<file path="src/rtl/instr_sequencer.sv">
// Program sequencer feeding a cpu: fetches 16-bit words from a small program
// memory and hands each one over with load/start strobes and a w handshake.
module instr_sequencer #(
    parameter int unsigned ADDR_W      = 5,
    parameter logic [15:0] HALT_INSTR  = 16'hE000,
    parameter int unsigned ACK_TIMEOUT = 8
) (
    input  logic              clk,
    input  logic              reset,
    input  logic              run,
    input  logic              prog_we,
    input  logic [ADDR_W-1:0] prog_addr,
    input  logic [15:0]       prog_data,
    input  logic              cpu_w,
    output logic [15:0]       cpu_in,
    output logic              cpu_load,
    output logic              cpu_s,
    output logic [ADDR_W-1:0] pc,
    output logic              busy,
    output logic              halted,
    output logic              error,
    output logic [15:0]       instr_count
);

    typedef enum logic [2:0] {
        S_IDLE,
        S_FETCH,
        S_LOAD,
        S_START,
        S_ACK,
        S_EXEC,
        S_HALT
    } state_t;

    localparam int unsigned       CNT_W   = $clog2(ACK_TIMEOUT + 1);
    localparam logic [ADDR_W-1:0] PC_LAST = '1;

    state_t            state_q, state_d;
    logic [15:0]       mem_q [0:(1<<ADDR_W)-1];
    logic [15:0]       rdata_q;
    logic [15:0]       cpu_in_q;
    logic [ADDR_W-1:0] pc_q, pc_d;
    logic [15:0]       cnt_q, cnt_d;
    logic [CNT_W-1:0]  ack_q, ack_d;
    logic              halted_q, halted_d;
    logic              error_q, error_d;
    logic              load_fire;

    // Memory keeps its contents through reset; the read port only samples in FETCH.
    always_ff @(posedge clk) begin
        if (prog_we && !busy) begin
            mem_q[prog_addr] <= prog_data;
        end
        if (state_q == S_FETCH) begin
            rdata_q <= mem_q[pc_q];
        end
    end

    always_comb begin
        state_d   = state_q;
        pc_d      = pc_q;
        cnt_d     = cnt_q;
        ack_d     = ack_q;
        halted_d  = halted_q;
        error_d   = error_q;
        load_fire = 1'b0;
        unique case (state_q)
            S_IDLE, S_HALT: begin
                if (run) begin
                    pc_d     = '0;
                    cnt_d    = '0;
                    halted_d = 1'b0;
                    error_d  = 1'b0;
                    state_d  = S_FETCH;
                end
            end
            S_FETCH: state_d = S_LOAD;
            S_LOAD: begin
                if (rdata_q == HALT_INSTR) begin
                    halted_d = 1'b1;
                    state_d  = S_HALT;
                end else if (cpu_w) begin
                    load_fire = 1'b1;
                    state_d   = S_START;
                end
            end
            S_START: begin
                ack_d   = '0;
                state_d = S_ACK;
            end
            S_ACK: begin
                if (!cpu_w) begin
                    state_d = S_EXEC;
                end else if (ack_q == CNT_W'(ACK_TIMEOUT - 1)) begin
                    error_d = 1'b1;
                    state_d = S_HALT;
                end else begin
                    ack_d = ack_q + CNT_W'(1);
                end
            end
            S_EXEC: begin
                if (cpu_w) begin
                    if (cnt_q != 16'hFFFF) begin
                        cnt_d = cnt_q + 16'd1;
                    end
                    if (pc_q == PC_LAST) begin
                        halted_d = 1'b1;
                        state_d  = S_HALT;
                    end else begin
                        pc_d    = pc_q + ADDR_W'(1);
                        state_d = S_FETCH;
                    end
                end
            end
            default: state_d = S_IDLE;
        endcase
    end

    always_ff @(posedge clk) begin
        if (reset) begin
            state_q  <= S_IDLE;
            pc_q     <= '0;
            cnt_q    <= '0;
            ack_q    <= '0;
            halted_q <= 1'b0;
            error_q  <= 1'b0;
            cpu_in_q <= '0;
        end else begin
            state_q  <= state_d;
            pc_q     <= pc_d;
            cnt_q    <= cnt_d;
            ack_q    <= ack_d;
            halted_q <= halted_d;
            error_q  <= error_d;
            if (load_fire) begin
                cpu_in_q <= rdata_q;
            end
        end
    end

    // The word is presented in the same cycle as its load strobe, then held.
    assign cpu_in      = load_fire ? rdata_q : cpu_in_q;
    assign cpu_load    = load_fire;
    assign cpu_s       = (state_q == S_START);
    assign busy        = (state_q != S_IDLE) && (state_q != S_HALT);
    assign pc          = pc_q;
    assign halted      = halted_q;
    assign error       = error_q;
    assign instr_count = cnt_q;

endmodule
</file>
<file path="config.mk">
export PLATFORM = sky130hd
export DESIGN_NAME = instr_sequencer
export DESIGN_NICKNAME = d
export VERILOG_FILES = /design/src/rtl/instr_sequencer.sv
export SDC_FILE = /design/constraint.sdc
export NUM_CORES = 1
export LEC_CHECK = 0
export CAP_MARGIN = 20
export CORE_ASPECT_RATIO = 1.5
export CORE_MARGIN = 4
export CORE_UTILIZATION = 60
export CTS_BUF_LIST = sky130_fd_sc_hd__clkbuf_8
export DETAILED_ROUTE_END_ITERATION = 7
export DONT_BUFFER_PORTS = 1
export PLACE_DENSITY = 0.75
export SYNTH_ARGS = -nofsm -noshare
export SYNTH_HDL_FRONTEND = slang
export SYNTH_SLANG_ARGS = --single-unit
</file>
<file path="constraint.sdc">
create_clock -name clk -period 5.9 [get_ports clk]
set_clock_uncertainty 0.05 [all_clocks]
set_input_delay 0.59 -clock clk [delete_from_list [all_inputs] [get_ports clk]]
set_output_delay 0.59 -clock clk [all_outputs]
set_load 0.005 [all_outputs]
</file>
==> impl_metrics.xml, run 1 <==
<?xml version="1.0" encoding="UTF-8"?>
<metrics>
  <group name="timing">
    <metric name="worst_slew_pin_slew" unit="ns">1.112</metric>
    <metric name="fin_crit_sh" unit="%">70.31</metric>
    <metric name="finalSetupTns" unit="ns">0</metric>
    <metric name="finalSetupViolCount" unit="">0</metric>
    <metric name="max-slew-margin-rel" unit="%">25.62</metric>
    <metric name="timing.final.crit_period" unit="ns">4.148</metric>
    <metric name="unrepaired_setup_endpoints_after_global_routing" unit="">no</metric>
    <metric name="timing.fmax" unit="MHz">241.1</metric>
    <metric name="timing.final.max_slew_violations" unit="">0</metric>
    <metric name="final_hold_viol_count" unit="">0</metric>
  </group>
  <group name="worst_setup_path">
    <metric name="setup.reg_to_reg.worst_slack" unit="ns">2.33</metric>
    <metric name="critical_path_peak_fanout" unit="">17</metric>
    <metric name="worst_r2r_startpoint" unit="">state_q[2]$_SDFFE_PP0P_</metric>
    <metric name="worst-setup-path-type" unit="">reg2out</metric>
    <metric name="rr_endpoint" unit="">mem_q[19][8]$_DFFE_PP_</metric>
    <metric name="critical_path.endpoint_type" unit="">output port</metric>
    <metric name="critPathLaunchType" unit="">flip-flop</metric>
    <metric name="worst-endpoint-required" unit="ns">5.26</metric>
    <metric name="reg2regPathDepth" unit="">6</metric>
    <metric name="timing.critical_path.arrival" unit="ns">3.51</metric>
  </group>
  <group name="placement">
    <metric name="detailedPlacementHpwl" unit="mm">27.03</metric>
    <metric name="io_buffer_count" unit="">0</metric>
    <metric name="globalplace.congestion" unit="">0.8624</metric>
    <metric name="post-place-cells" unit="">1505</metric>
  </group>
  <group name="min_path">
    <metric name="timing.hold.worst_endpoint" unit="">state_q[0]$_SDFFE_PP0P_</metric>
    <metric name="worstHoldPathCells" unit="">3</metric>
    <metric name="min-delay-start" unit="">reset</metric>
    <metric name="holdCritPathClass" unit="">in2reg</metric>
  </group>
  <group name="cells_and_area">
    <metric name="area_growth" unit="%">11.17</metric>
    <metric name="final_layout_size_suffix_gt1_share" unit="%">29.60</metric>
    <metric name="finish.utilization" unit="%">67.61</metric>
    <metric name="final_nets" unit="">1164</metric>
    <metric name="stdcell_count" unit="">1683</metric>
  </group>
  <group name="synth">
    <metric name="synth-simple-area-share" unit="%">3.511</metric>
    <metric name="synth-seq-area-share" unit="%">74.96</metric>
    <metric name="synth_compound_area_share" unit="%">1.744</metric>
    <metric name="combinational_family_with_the_most_area_after_synthesis" unit="">multiplexers</metric>
    <metric name="synth-seq-cells" unit="">574</metric>
    <metric name="synth_area" unit="mm2">0.02238</metric>
    <metric name="syn-num-nets" unit="">1094</metric>
    <metric name="synth_top_flop_cell" unit="">sky130_fd_sc_hd__edfxtp_1</metric>
    <metric name="yosys.area_share.xor_xnor" unit="%">0.2348</metric>
    <metric name="post_synth_mux_area_share" unit="%">17.80</metric>
    <metric name="synthesis.instances" unit="">1064</metric>
    <metric name="synth_area_per_cell" unit="um2">21.04</metric>
    <metric name="synthDistinctLibCells" unit="">46</metric>
    <metric name="async_sr_flop_fraction" unit="%">0</metric>
    <metric name="ys_warn_count" unit="">0</metric>
    <metric name="post_synth_edffs" unit="">528</metric>
    <metric name="synth_fa_ha_area_share" unit="%">0.2236</metric>
  </group>
  <group name="power">
    <metric name="switching_share" unit="%">22.27</metric>
    <metric name="worst_ir_drop_vdd" unit="uV">235.4</metric>
    <metric name="internal-power" unit="uW">6089</metric>
    <metric name="leakage" unit="uW">0.007643</metric>
    <metric name="p_seq_share" unit="%">58.9</metric>
    <metric name="cellPowerDensity" unit="mW/mm2">314.8</metric>
    <metric name="switching_power" unit="uW">1745</metric>
    <metric name="report.power.total" unit="uW">7833</metric>
    <metric name="clock_power_share" unit="%">35.7</metric>
    <metric name="p_comb_share" unit="%">5.4</metric>
  </group>
  <group name="global_routing">
    <metric name="grtUsageTotal" unit="%">23.70</metric>
    <metric name="grt_pass1_wl" unit="mm">71.08</metric>
    <metric name="grt_antenna_before_repair" unit="">3</metric>
    <metric name="global_route.overflow_total" unit="">0</metric>
    <metric name="grt_start_max_net_pins" unit="">77</metric>
    <metric name="via_count_of_the_first_global_routing_pass" unit="">11160</metric>
  </group>
  <group name="floorplan">
    <metric name="design.core.area" unit="mm2">0.03680</metric>
    <metric name="die-area" unit="mm2">0.04052</metric>
    <metric name="die_y" unit="um">244.5</metric>
    <metric name="floorplan.initialDensity" unit="%">60.82</metric>
    <metric name="chipWidth" unit="um">165.7</metric>
    <metric name="fp-row-count" unit="">86</metric>
    <metric name="pin_count" unit="">68</metric>
  </group>
  <group name="drt">
    <metric name="drt_wl_total" unit="mm">47.50</metric>
    <metric name="antenna_left" unit="">0</metric>
    <metric name="drt-pass1-iter-count" unit="">7</metric>
    <metric name="wl_per_cell" unit="um">28.22</metric>
    <metric name="drcViolationCount" unit="">0</metric>
    <metric name="initialDrtViolationCount" unit="">1136</metric>
    <metric name="drt-vias-per-instance" unit="">6.380</metric>
    <metric name="num_vias" unit="">10740</metric>
  </group>
  <group name="clock_tree">
    <metric name="clockBufferDepth" unit="">3</metric>
    <metric name="post_cts_buffers" unit="">0</metric>
    <metric name="tritoncts_num_sinks" unit="">574</metric>
    <metric name="cts_max_level" unit="">3</metric>
    <metric name="clk-insertion-delay-late" unit="ns">0.65</metric>
    <metric name="cts-buffers-inserted" unit="">81</metric>
    <metric name="cts.reportedPaths.clkPinSlew" unit="ns">0.06</metric>
    <metric name="cts_root_buffer" unit="">sky130_fd_sc_hd__clkbuf_8</metric>
    <metric name="cts_tree" unit="">yes</metric>
  </group>
  <group name="job">
    <metric name="maxCapViolCount" unit="">0</metric>
  </group>
  <group name="outcome">
    <metric name="status" unit="">complete, no violations</metric>
  </group>
</metrics>
flip-flops by register name (all words and copies together) (netlist names):
| signal | count |
|---|---|
| ack_q | 4 |
| state_q | 3 |
| mem_q | 512 |
| rdata_q | 16 |
| instr_count | 16 |
| halted | 1 |
| error | 1 |
| cpu_in_q | 16 |
| pc | 5 |
logic make-up (layout without fill, tap and decap cells):
kind of cell,count (synthesis),count (layout)
XOR/XNOR,6,6
buffers and inverters,69,201
flip-flops,574,574
AND/OR/NAND/NOR,157,157
adder cells (fa/ha/maj),4,4
other,0,3
multiplexers,194,194
AO/OA/AOI/OAI,60,60
cells in the mapped netlist, types with 6 or more instances:
master	number	area (um2)
sky130_fd_sc_hd__nor3_1	9	45.04
sky130_fd_sc_hd__nor2_1	49	183.9
sky130_fd_sc_hd__edfxtp_1	528	15860
sky130_fd_sc_hd__buf_6	10	112.6
sky130_fd_sc_hd__mux4_2	160	3603
sky130_fd_sc_hd__mux2_2	32	360.4
sky130_fd_sc_hd__nand2_1	27	101.4
sky130_fd_sc_hd__nand4_1	6	37.54
sky130_fd_sc_hd__buf_2	7	35.03
sky130_fd_sc_hd__nand3_1	17	85.08
sky130_fd_sc_hd__buf_1	12	45.04
sky130_fd_sc_hd__o21ai_0	11	55.05
sky130_fd_sc_hd__a21oi_1	22	110.1
sky130_fd_sc_hd__a311oi_1	11	96.34
sky130_fd_sc_hd__dfxtp_1	46	920.9
sky130_fd_sc_hd__clkbuf_1	28	105.1
sky130_fd_sc_hd__inv_1	12	45.04
sky130_fd_sc_hd__nor2b_1	22	137.6
power groups by stage:
stage                     sequential (uW)  combinational, uW  clock, uW
after floorplan                      4660                263          0
after CTS                            4610                403       2840
after detailed placement             4700                337          0
final                                4610                426       2800
after global routing                 4620                460       3050
after global placement               4690                334          0
worst max-delay path: stages (launching register included):
cell and delay [ns]:
sky130_fd_sc_hd__edfxtp_1 0.38, sky130_fd_sc_hd__nor4_1 0.82, sky130_fd_sc_hd__nand4_1 0.45, sky130_fd_sc_hd__nand3_1 0.79, sky130_fd_sc_hd__mux2_2 0.45
repair_timing:
item	in CTS	in global routing
gates resized for setup	0	0
hold buffers	17	0
hold endpoints to repair	556	0
final cells by class:
type,instances,area [um2]
diodes,3,7.507
repair buffers,44,605.6
clock inverters,59,260.3
inverters,12,45.04
clock buffers,86,1184
well taps,484,605.6
multi-input cells,421,5388
fillers,2285,11920
flip-flops and latches,574,16790
placed cells by master, fill, tap and decap left out, drive strengths merged, types with 3 or more instances in the layout:
| cell type | count |
|---|---|
| mux4 | 160 |
| nand4 | 6 |
| inv | 45 |
| ha | 4 |
| nor2 | 49 |
| a31oi | 3 |
| dfxtp | 46 |
| diode | 3 |
| o21ai | 11 |
| nand3 | 17 |
| nor2b | 22 |
| a21oi | 22 |
| a41oi | 3 |
| edfxtp | 528 |
| nor3 | 9 |
| clkinv | 23 |
| and3 | 5 |
| nor4 | 4 |
| a311oi | 11 |
| dlygate4sd3 | 16 |
| xor2 | 5 |
| nand2b | 5 |
| clkbuf | 88 |
| mux2 | 32 |
| nand2 | 27 |
| buf | 26 |
worst max path at each step:
stage | startpoint | end | slack, ns | cells past startpoint
final | rdata_q[0]$_DFFE_PN_ | cpu_in[2] | 1.75 | 4
after floorplan | state_q[2]$_SDFFE_PP0P_ | mem_q[24][0]$_DFFE_PP_ | 3.31 | 7
after CTS | rdata_q[0]$_DFFE_PN_ | cpu_in[2] | 1.66 | 4
after global placement | rdata_q[0]$_DFFE_PN_ | cpu_in[2] | 2.35 | 4
after global routing | rdata_q[0]$_DFFE_PN_ | cpu_in[2] | 1.63 | 4
after detailed placement | rdata_q[0]$_DFFE_PN_ | cpu_in[2] | 2.33 | 4
metrics by stage:
stage | cell area, um2 | hold slack, ns | setup WS (ns)
floorplan | 22380 | 0.4151 | 3.306
CTS | 24590 | 0.05250 | 1.661
detailed placement | 22970 | 0.4347 | 2.334
global placement | 22950 | 0.4293 | 2.346
finish | 24880 | 0.09018 | 1.752
global route | 24880 | 0.1055 | 1.633
metal layers:
metal	up-vias	track usage, %	part of all wire [%]
li1	4581	-	-
met1	5597	31.37	37
met2	488	38.97	52
met3	72	5.450	8.3
met4	0	9.298	3.2
met5	-	0	0
(Power assumes the default switching activity.)
==> run 2: changes to the inputs <==
--- a/config.mk
+++ b/config.mk
@@ -8,11 +8,11 @@
 export CAP_MARGIN = 20
 export CORE_ASPECT_RATIO = 1.5
 export CORE_MARGIN = 4
-export CORE_UTILIZATION = 60
+export CORE_UTILIZATION = 59
 export CTS_BUF_LIST = sky130_fd_sc_hd__clkbuf_8
 export DETAILED_ROUTE_END_ITERATION = 7
 export DONT_BUFFER_PORTS = 1
-export PLACE_DENSITY = 0.75
+export PLACE_DENSITY = 0.77
 export SYNTH_ARGS = -nofsm -noshare
 export SYNTH_HDL_FRONTEND = slang
 export SYNTH_SLANG_ARGS = --single-unit
==> constraint.sdc (replaced) <==
create_clock -name clk -period 3.8 [get_ports clk]
set_clock_uncertainty 0.05 [all_clocks]
set_input_delay 0.38 -clock clk [delete_from_list [all_inputs] [get_ports clk]]
set_output_delay 0.38 -clock clk [all_outputs]
set_load 0.005 [all_outputs]
==> run 2 against run 1 <==
Worst setup slack got worse by 1.5 ns. Global-route usage decreased by 0.52 points. Register-to-register slack got worse by 1.4 ns. Utilization decreased by 0.60 points. Clock power increased by 51%. Non-clock buffer count increased by 42. Design area increased by 1.1%. Sequential cell count unchanged. Worst hold slack got worse by 0.035 ns. Sequential power increased by 56%. Critical path type unchanged. Largest cell class unchanged.
==> impl_metrics.xml, run 2 (synthesized netlist as in run 1, its figures left out) <==
<?xml version="1.0" encoding="UTF-8"?>
<metrics>
  <group name="outcome">
    <metric name="status" unit="">complete, no violations</metric>
  </group>
  <group name="floorplan">
    <metric name="pin_count" unit="">68</metric>
    <metric name="fp-row-count" unit="">87</metric>
    <metric name="floorplan.initialDensity" unit="%">59.60</metric>
    <metric name="chipWidth" unit="um">167.0</metric>
    <metric name="design.core.area" unit="mm2">0.03755</metric>
    <metric name="die-area" unit="mm2">0.04118</metric>
    <metric name="die_y" unit="um">246.5</metric>
  </group>
  <group name="global_routing">
    <metric name="global_route.overflow_total" unit="">0</metric>
    <metric name="grt_start_max_net_pins" unit="">48</metric>
    <metric name="grt_pass1_wl" unit="mm">70.85</metric>
    <metric name="grtUsageTotal" unit="%">23.18</metric>
    <metric name="via_count_of_the_first_global_routing_pass" unit="">11480</metric>
    <metric name="grt_antenna_before_repair" unit="">1</metric>
  </group>
  <group name="clock_tree">
    <metric name="cts_root_buffer" unit="">sky130_fd_sc_hd__clkbuf_8</metric>
    <metric name="cts_tree" unit="">yes</metric>
    <metric name="cts.reportedPaths.clkPinSlew" unit="ns">0.06</metric>
    <metric name="post_cts_hold_buffer_count" unit="">21</metric>
    <metric name="cts-buffers-inserted" unit="">80</metric>
    <metric name="tritoncts_num_sinks" unit="">574</metric>
    <metric name="post_cts_buffers" unit="">0</metric>
    <metric name="clk-insertion-delay-late" unit="ns">0.65</metric>
    <metric name="cts-resized-gates" unit="">0</metric>
    <metric name="cts_max_level" unit="">3</metric>
    <metric name="clockBufferDepth" unit="">3</metric>
  </group>
  <group name="timing">
    <metric name="finalSetupTns" unit="ns">0</metric>
    <metric name="fin_crit_sh" unit="%">94.40</metric>
    <metric name="timing.final.crit_period" unit="ns">3.587</metric>
    <metric name="unrepaired_setup_endpoints_after_global_routing" unit="">no</metric>
    <metric name="final_hold_viol_count" unit="">0</metric>
    <metric name="timing.fmax" unit="MHz">278.8</metric>
    <metric name="finalSetupViolCount" unit="">0</metric>
    <metric name="max-slew-margin-rel" unit="%">26.22</metric>
    <metric name="timing.final.max_slew_violations" unit="">0</metric>
    <metric name="worst_slew_pin_slew" unit="ns">1.103</metric>
  </group>
  <group name="placement">
    <metric name="globalplace.congestion" unit="">0.8728</metric>
    <metric name="detailedPlacementHpwl" unit="mm">28.71</metric>
    <metric name="io_buffer_count" unit="">0</metric>
  </group>
  <group name="worst_setup_path">
    <metric name="worst_path_dominant_cell_family" unit="">simple AND/OR/NAND/NOR gates</metric>
    <metric name="critical_path.endpoint_type" unit="">output port</metric>
    <metric name="timing.critical_path.slowest_cell_delay" unit="ns">0.61</metric>
    <metric name="timing.critical_path.arrival" unit="ns">3.16</metric>
    <metric name="critPathSlowestCell" unit="">sky130_fd_sc_hd__nor4bb_1</metric>
    <metric name="crit_chain" unit="">nor4bb_1, nand4_1, nand3_1, buf_4, mux2_2</metric>
    <metric name="worst-endpoint-required" unit="ns">3.37</metric>
    <metric name="worst-setup-path-type" unit="">reg2out</metric>
    <metric name="crit_path_buf_inv_count" unit="">1</metric>
    <metric name="critPathLaunchType" unit="">flip-flop</metric>
    <metric name="critical_path_peak_fanout" unit="">10</metric>
  </group>
  <group name="drt">
    <metric name="drt-pass1-iter-count" unit="">5</metric>
    <metric name="antenna_left" unit="">0</metric>
    <metric name="num_vias" unit="">11000</metric>
    <metric name="drcViolationCount" unit="">0</metric>
    <metric name="initialDrtViolationCount" unit="">1155</metric>
    <metric name="wl_per_cell" unit="um">26.93</metric>
    <metric name="drt-vias-per-instance" unit="">6.371</metric>
    <metric name="drt_wl_total" unit="mm">46.51</metric>
  </group>
  <group name="power">
    <metric name="worst_ir_drop_vdd" unit="uV">308.5</metric>
    <metric name="cellPowerDensity" unit="mW/mm2">480.5</metric>
    <metric name="report.power.total" unit="uW">12090</metric>
    <metric name="leakage" unit="uW">0.007807</metric>
  </group>
  <group name="job">
    <metric name="maxCapViolCount" unit="">0</metric>
  </group>
  <group name="cells_and_area">
    <metric name="regMostFlops" unit="">mem_q</metric>
    <metric name="area_growth" unit="%">12.44</metric>
    <metric name="largest_register_ff_count" unit="">512</metric>
    <metric name="final_cell_mix" unit="">528 x sky130_fd_sc_hd__edfxtp_1, 160 x sky130_fd_sc_hd__mux4_2, 80 x sky130_fd_sc_hd__clkbuf_8</metric>
    <metric name="final_layout_size_suffix_gt1_share" unit="%">32.09</metric>
    <metric name="final_nets" unit="">1205</metric>
    <metric name="most_common_cell_after_layout_fill_and_taps_aside" unit="">sky130_fd_sc_hd__edfxtp_1</metric>
  </group>
  <group name="min_path">
    <metric name="holdCritPathClass" unit="">in2reg</metric>
  </group>
</metrics>
[run 2: cell types whose count changed in the layout (fill, tap and decap cells not counted), sizes merged]
cell	delta
buf	+40
clkbuf	-8
clkinv	+9
clkinvlp	+2
diode	-2
dlygate4sd3	+4
inv	-6
[run 2: per-stage QoR]
step                      hold slack [ns]  utilization, %  setup WS, ns  cell area [um2]  std cells
final                             0.05514           67.01        0.2130            25170       1727
after global routing              0.02699           67.01        0.1265            25170       1727
after CTS                        0.001865           66.55        0.2306            24990       1716
after detailed placement           0.3982           62.21        0.8942            23360       1551
after global placement             0.4014           62.21        0.8824            23360       1551
after floorplan                    0.4151               -         1.206            22380       1064
[run 2: tightest hold or removal path, delay by kind of cell]
family             cells  cell delay (ns)
and+or+nand+nor        2             0.26
AOI/OAI and AO/OA      1             0.05
[run 2: report_power, final]
group          internal (uW)  switching, uW  leakage, uW  total, uW
sequential              7070           95.5      0.00513       7170
combinational            253            446      0.00187        699
clock                   2050           2180     0.000805       4230
total                   9370           2720      0.00781      12100
[run 2: worst paths after layout]
kind	start	end	slack (ns)	depth (start not counted)
worst max-delay path	rdata_q[15]$_DFFE_PN_	cpu_in[0]	0.21	5
worst min-delay path	cpu_w	ack_q[1]$_SDFFE_PP0P_	0.06	3
worst max register to register	pc[0]$_SDFFE_PP0P_	rdata_q[2]$_DFFE_PN_	0.91	4
worst min register to register	ack_q[1]$_SDFFE_PP0P_	ack_q[1]$_SDFFE_PP0P_	0.46	2
[run 2: area by class of cell]
type,count,area (um2)
repair buffers,86,967.2
fillers,2311,12390
clock buffers,80,1101
inverters,12,45.04
well taps,489,611.8
multi-input cells,421,5343
clock inverters,64,309.0
diodes,1,2.502
flip-flops and latches,574,16790
[run 2: routing by layer]
| metal | vias to the layer above | track usage [%] | part of all wire, % |
|---|---|---|---|
| met3 | 74 | 5.201 | 7.7 |
| met1 | 5757 | 28.99 | 36 |
| li1 | 4652 | - | - |
| met4 | 0 | 8.379 | 2.7 |
| met5 | - | 0 | 0 |
| met2 | 519 | 40.24 | 53 |
